[src/rtl/sound_sequencer.sv]
// Note sequencer: queues {note,duration} words and plays them as tone-load / start / stop events.
// Outputs are registered; a write to a full FIFO is dropped unless a pop happens in the same cycle.
module sound_sequencer #(
  parameter int TICK_DIV   = 100000,
  parameter int FIFO_DEPTH = 8,
  parameter int GAP_CYCLES = 16
) (
  input  logic        clk,
  input  logic        reset,
  input  logic        wr_en,
  input  logic [15:0] wr_data,
  input  logic        flush,
  output logic        data_tx,
  output logic [8:0]  data,
  output logic        enable,
  output logic        busy,
  output logic        fifo_full,
  output logic        fifo_empty,
  output logic        overflow
);

  localparam int AW = $clog2(FIFO_DEPTH);
  localparam int CW = AW + 1;
  localparam int PW = (TICK_DIV > 1) ? $clog2(TICK_DIV) : 1;
  localparam logic [PW-1:0] PRE_LAST = PW'(TICK_DIV - 1);
  localparam logic [7:0]    GAP_LAST = 8'(GAP_CYCLES - 1);
  localparam logic [CW-1:0] DEPTH_C  = CW'(FIFO_DEPTH);

  typedef enum logic [2:0] {IDLE, LOAD, START, PLAY, STOP, GAP} state_t;

  state_t        state;
  logic [15:0]   mem [FIFO_DEPTH];
  logic [AW-1:0] wr_ptr, rd_ptr;
  logic [CW-1:0] count, count_nxt;
  logic [15:0]   head;
  logic          pop, push, drop;
  logic [7:0]    dur_r;
  logic [PW-1:0] pre;
  logic [7:0]    tick;
  logic [7:0]    gap_cnt;
  logic          play_end, go_stop;

  assign head = mem[rd_ptr];
  assign pop  = (state == IDLE) && (count != '0) && !flush;
  assign push = wr_en && !flush && ((count != DEPTH_C) || pop);
  assign drop = wr_en && !flush && (count == DEPTH_C) && !pop;

  always_comb begin
    count_nxt = count;
    if (flush)
      count_nxt = '0;
    else if (push && !pop)
      count_nxt = count + CW'(1);
    else if (pop && !push)
      count_nxt = count - CW'(1);
  end

  always_ff @(posedge clk) begin
    if (push)
      mem[wr_ptr] <= wr_data;
  end

  always_ff @(posedge clk or posedge reset) begin
    if (reset) begin
      wr_ptr     <= '0;
      rd_ptr     <= '0;
      count      <= '0;
      fifo_full  <= 1'b0;
      fifo_empty <= 1'b1;
      overflow   <= 1'b0;
    end else begin
      count      <= count_nxt;
      fifo_full  <= (count_nxt == DEPTH_C);
      fifo_empty <= (count_nxt == '0);
      if (flush) begin
        wr_ptr   <= '0;
        rd_ptr   <= '0;
        overflow <= 1'b0;
      end else begin
        if (push) wr_ptr <= wr_ptr + AW'(1);
        if (pop)  rd_ptr <= rd_ptr + AW'(1);
        if (drop) overflow <= 1'b1;
      end
    end
  end

  // Last PLAY cycle: final prescaler count of the final tick.
  assign play_end = (state == PLAY) && (pre == PRE_LAST) && (tick == dur_r - 8'd1);
  assign go_stop  = ((state == LOAD || state == START || state == PLAY) && flush) || play_end;

  always_ff @(posedge clk or posedge reset) begin
    if (reset) begin
      state   <= IDLE;
      data_tx <= 1'b0;
      data    <= '0;
      enable  <= 1'b0;
      busy    <= 1'b0;
      dur_r   <= '0;
      pre     <= '0;
      tick    <= '0;
      gap_cnt <= '0;
    end else begin
      data_tx <= 1'b0;
      if (go_stop) begin
        state   <= STOP;
        data_tx <= 1'b1;
        data    <= '0;
        enable  <= 1'b0;
      end else begin
        case (state)
          IDLE: begin
            if (pop) begin
              dur_r <= head[7:0];
              pre   <= '0;
              tick  <= '0;
              // Zero-duration entries are consumed silently; note 0 is a rest.
              if (head[7:0] != 8'd0) begin
                busy <= 1'b1;
                if (head[15:8] == 8'd0) begin
                  state <= PLAY;
                end else begin
                  state   <= LOAD;
                  data_tx <= 1'b1;
                  data    <= {1'b1, head[15:8]};
                end
              end
            end
          end
          LOAD: begin
            state  <= START;
            enable <= 1'b1;
          end
          START: begin
            state <= PLAY;
            pre   <= '0;
            tick  <= '0;
          end
          PLAY: begin
            if (pre == PRE_LAST) begin
              pre  <= '0;
              tick <= tick + 8'd1;
            end else begin
              pre <= pre + PW'(1);
            end
          end
          STOP: begin
            state   <= GAP;
            gap_cnt <= '0;
          end
          GAP: begin
            if (gap_cnt == GAP_LAST) begin
              state <= IDLE;
              busy  <= 1'b0;
            end else begin
              gap_cnt <= gap_cnt + 8'd1;
            end
          end
          default: begin
            state <= IDLE;
            busy  <= 1'b0;
          end
        endcase
      end
    end
  end

endmodule
[config.mk]
export PLATFORM = sky130hd
export DESIGN_NAME = sound_sequencer
export DESIGN_NICKNAME = d
export VERILOG_FILES = /design/src/rtl/sound_sequencer.sv
export SDC_FILE = /design/constraint.sdc
export NUM_CORES = 1
export LEC_CHECK = 0
export ABC_CLOCK_PERIOD_IN_PS = 2940
export BUFFER_PORTS_ARGS = -buffer_cell sky130_fd_sc_hd__buf_2
export CELL_PAD_IN_SITES_DETAIL_PLACEMENT = 1
export CELL_PAD_IN_SITES_GLOBAL_PLACEMENT = 1
export CORE_MARGIN = 4
export CORE_UTILIZATION = 25
export CTS_CLUSTER_DIAMETER = 40
export DETAILED_ROUTE_END_ITERATION = 7
export PLACE_DENSITY_LB_ADDON = 0.1
export SLEW_MARGIN = 25
export SYNTH_ARGS = -nofsm -noshare
export SYNTH_HDL_FRONTEND = slang
export SYNTH_SLANG_ARGS = --single-unit
[constraint.sdc]
create_clock -name clk -period 2.94 [get_ports clk]
set_input_delay 0.588 -clock clk [delete_from_list [all_inputs] [get_ports clk]]
set_output_delay 0.588 -clock clk [all_outputs]
set_load 0.02 [all_outputs]
==> out/metrics.yaml <==
critical_path:
  ff2ff_setup_slack_ns: 0.20
  timing.rr.start: "dur_r[1]$_DFFE_PP0P_"
  required_ns: 3.27
  startpoint: "dur_r[1]$_DFFE_PP0P_"
  worstSetupStartpointType: "flip-flop"
  crit_type: "flip-flop to flip-flop"
  critPathCaptureType: "flip-flop"
  critPathMaxFanout: 32
  timing.rr.end: "pre[0]$_DFFE_PP0P_"
  cp.arrival_ns: 3.07
  reg2reg_depth: 9
floorplan:
  ioPinCount: 35
  initial_core_util_pct: 25.3
  core_area_um2: 35500
  die_area_um2: 39100
  rows: 69
  fp.dieW_um: 198
  fp.dieH_um: 198
routing:
  wl_met2_um: 11600
  wire_per_inst_um: 19.7
  drt_wl_total_um: 23400
  dr_wl_met3_um: 475
  wl_met1_um: 11100
  drc: 0
  viasPerCell: 4.74
  vias: 5638
  routed.top_layer: "met4"
  dr.pass1.iters: 4
  ant_nets: 0
  drtIter0Drc: 189
clock_network:
  clk_latency_ns: 0.45
  clk_path_buf_depth: 2
  cts_made_buffers: 17
  cts_root_buffer: "clkbuf_16"
  cts_tree: "built"
  cts.sinks: 197
  htree_levels: 4
  clk_pin_slew_ns: 0.08
min_path:
  hp-class: "input port to async pin"
place:
  dp.cells: 1158
  portBuffers: 34
  pre_cts_slack_ns: 0.155
  gp_congestion: 0.724
  dpl.hpwl_um: 16100
timing:
  drv_slew: 0
  timing.final.crit_share_pct: 93.3
  setup_viol: 0
  worst_pin_slew_ns: 0.861
  hold_viol: 0
  fin_ws_ns: 0.196
  fmax_ghz: 0.364
  relSlewSlack_pct: 42.4
  skew_ns: 0.00991
  period_needed_ns: 2.74
synth:
  syn-num-nets: 686
  yosys_warnings: 0
  syn_inst: 658
  synth-edff-count: 128
  synth_cell_type_count: 73
  synth-async-reset-ratio_pct: 35.0
  yosysSeqAreaShare_pct: 62.0
  synth_seq_cells: 197
  synth_area_um2: 8990
  syn_avg_cell_area_um2: 13.7
  synth_ff_type: "edfxtp_1"
grt:
  grt_pass1_wl_um: 36900
  grt_pass1_vias: 6104
  overflow: 0
  grt_max_degree: 70
  track_usage_pct: 12.4
  antenna_found_initial: 0
pwr:
  cellPowerDensity_nw_per_um2: 692
  power_leakage_nw: 3.75
  ir_drop_v: 0.000421
cells_and_area:
  fill_cells: 3746
  fin_nets: 744
  fin_cells: 1189
  antenna_cells: 0
  multi_input_area_um2: 3190
  syn_to_final_growth_pct: 17.0
  regArea_um2: 5570
  drive_gt1_share_pct: 19.6
flow_run:
  drv_cap: 0
status:
  outcome: "finished clean"
## power breakdown
part | internal, mW | switching (mW) | total, mW
Combinational | 0.610 | 1.00 | 1.61
Sequential | 3.19 | 0.251 | 3.44
Clock | 1.11 | 1.12 | 2.24
## stage by stage
stage	total power, mW	TNS, ns	utilization (%)	hold slack (ns)	cell area, µm²
2_1_floorplan	4.50	0	-	0.450	9000
3_3_place_gp	5.10	0	28.1	0.492	9960
4_1_cts	7.44	0	29.6	0.217	10500
5_1_grt	7.75	-0.122	29.6	0.236	10500
3_5_place_dp	5.16	0	28.1	0.490	9960
6_report	7.28	0	29.6	0.215	10500
## critical path: stages, from the launching register on
cell and delay (ns):
dfrtp_1 0.42, inv_1 0.08, ha_1 0.29, o21bai_1 0.20, a2111oi_1 0.46, a311oi_2 0.12
a2111oi_4 0.38, buf_12 0.25, nor3_2 0.08, mux2_1 0.33
## Yosys cell counts (all sizes together), types with 16 or more instances
library cell	n	area, µm²
dfrtp	68	1700
o31ai	18	135
mux2	18	203
buf	17	124
mux2i	35	350
edfxtp	128	3840
clkbuf	16	60.1
o21ai	34	170
nand2	35	131
inv	16	60.1
nor2	45	169
nor3	17	123
a22oi	19	143
nand3	20	105
mux4	18	428
## area by class of cell
cell class,instances,area share [%]
timing repair buffer,72,5.40
tap,461,5.48
sequential,197,53.0
inverter,16,0.571
clock buffer,19,4.12
clock inverter,12,1.15
multi-input combinational,412,30.3
## routing by layer
metal / track usage (%) / up-vias
met5: 0 / -
li1: - / 2647
met2: 20.7 / 39
met3: 2.73 / 18
met4: 3.06 / 0
met1: 16.6 / 2934
## worst max path at each step
stage,end,cells after the start
floorplan,mem[1][0]$_DFFE_PP_,7
finish,pre[0]$_DFFE_PP0P_,9
global route,pre[0]$_DFFE_PP0P_,9
CTS,pre[0]$_DFFE_PP0P_,9
global placement,pre[0]$_DFFE_PP0P_,9
detailed placement,pre[0]$_DFFE_PP0P_,9
## cells in the final DEF (no fill, tap or decap), types with 18 or more instances in the layout
master / synthesis / layout
a22oi_1: 19 / 19
buf_2: 8 / 34
buf_4: 5 / 29
dfrtp_1: 68 / 67
edfxtp_1: 128 / 128
mux2i_1: 35 / 35
nand2_1: 35 / 35
nand3_1: 19 / 19
nor2_1: 45 / 45
o21ai_1: 18 / 18
o31ai_1: 18 / 18
## what timing repair did
item / CTS / global route
buffers inserted: 0 / 0
endpoints found under the hold margin: 0 / 0
endpoints found under the setup margin: 0 / 4
resized for setup: 0 / 1
hold buffers: 0 / 0
## state kept, by name, summed over array words and instances, names as in the netlist, 3 cells and up
signal / flops
gap_cnt: 8
mem: 128
count: 4
data: 9
tick: 8
dur_r: 8
wr_ptr: 3
pre: 17
rd_ptr: 3
state: 3
## cells by family after synthesis
| family | Yosys count | synth area share (%) |
|---|---|---|
| compound gates | 114 | 8.85 |
| fa+ha+maj | 8 | 1.11 |
| simple gates | 198 | 12.4 |
| buf+inv | 49 | 2.71 |
| mux | 71 | 10.9 |
| flops | 197 | 62.0 |
| xor+xnor | 21 | 2.05 |
No activity file was read; power rests on OpenSTA's default activity.
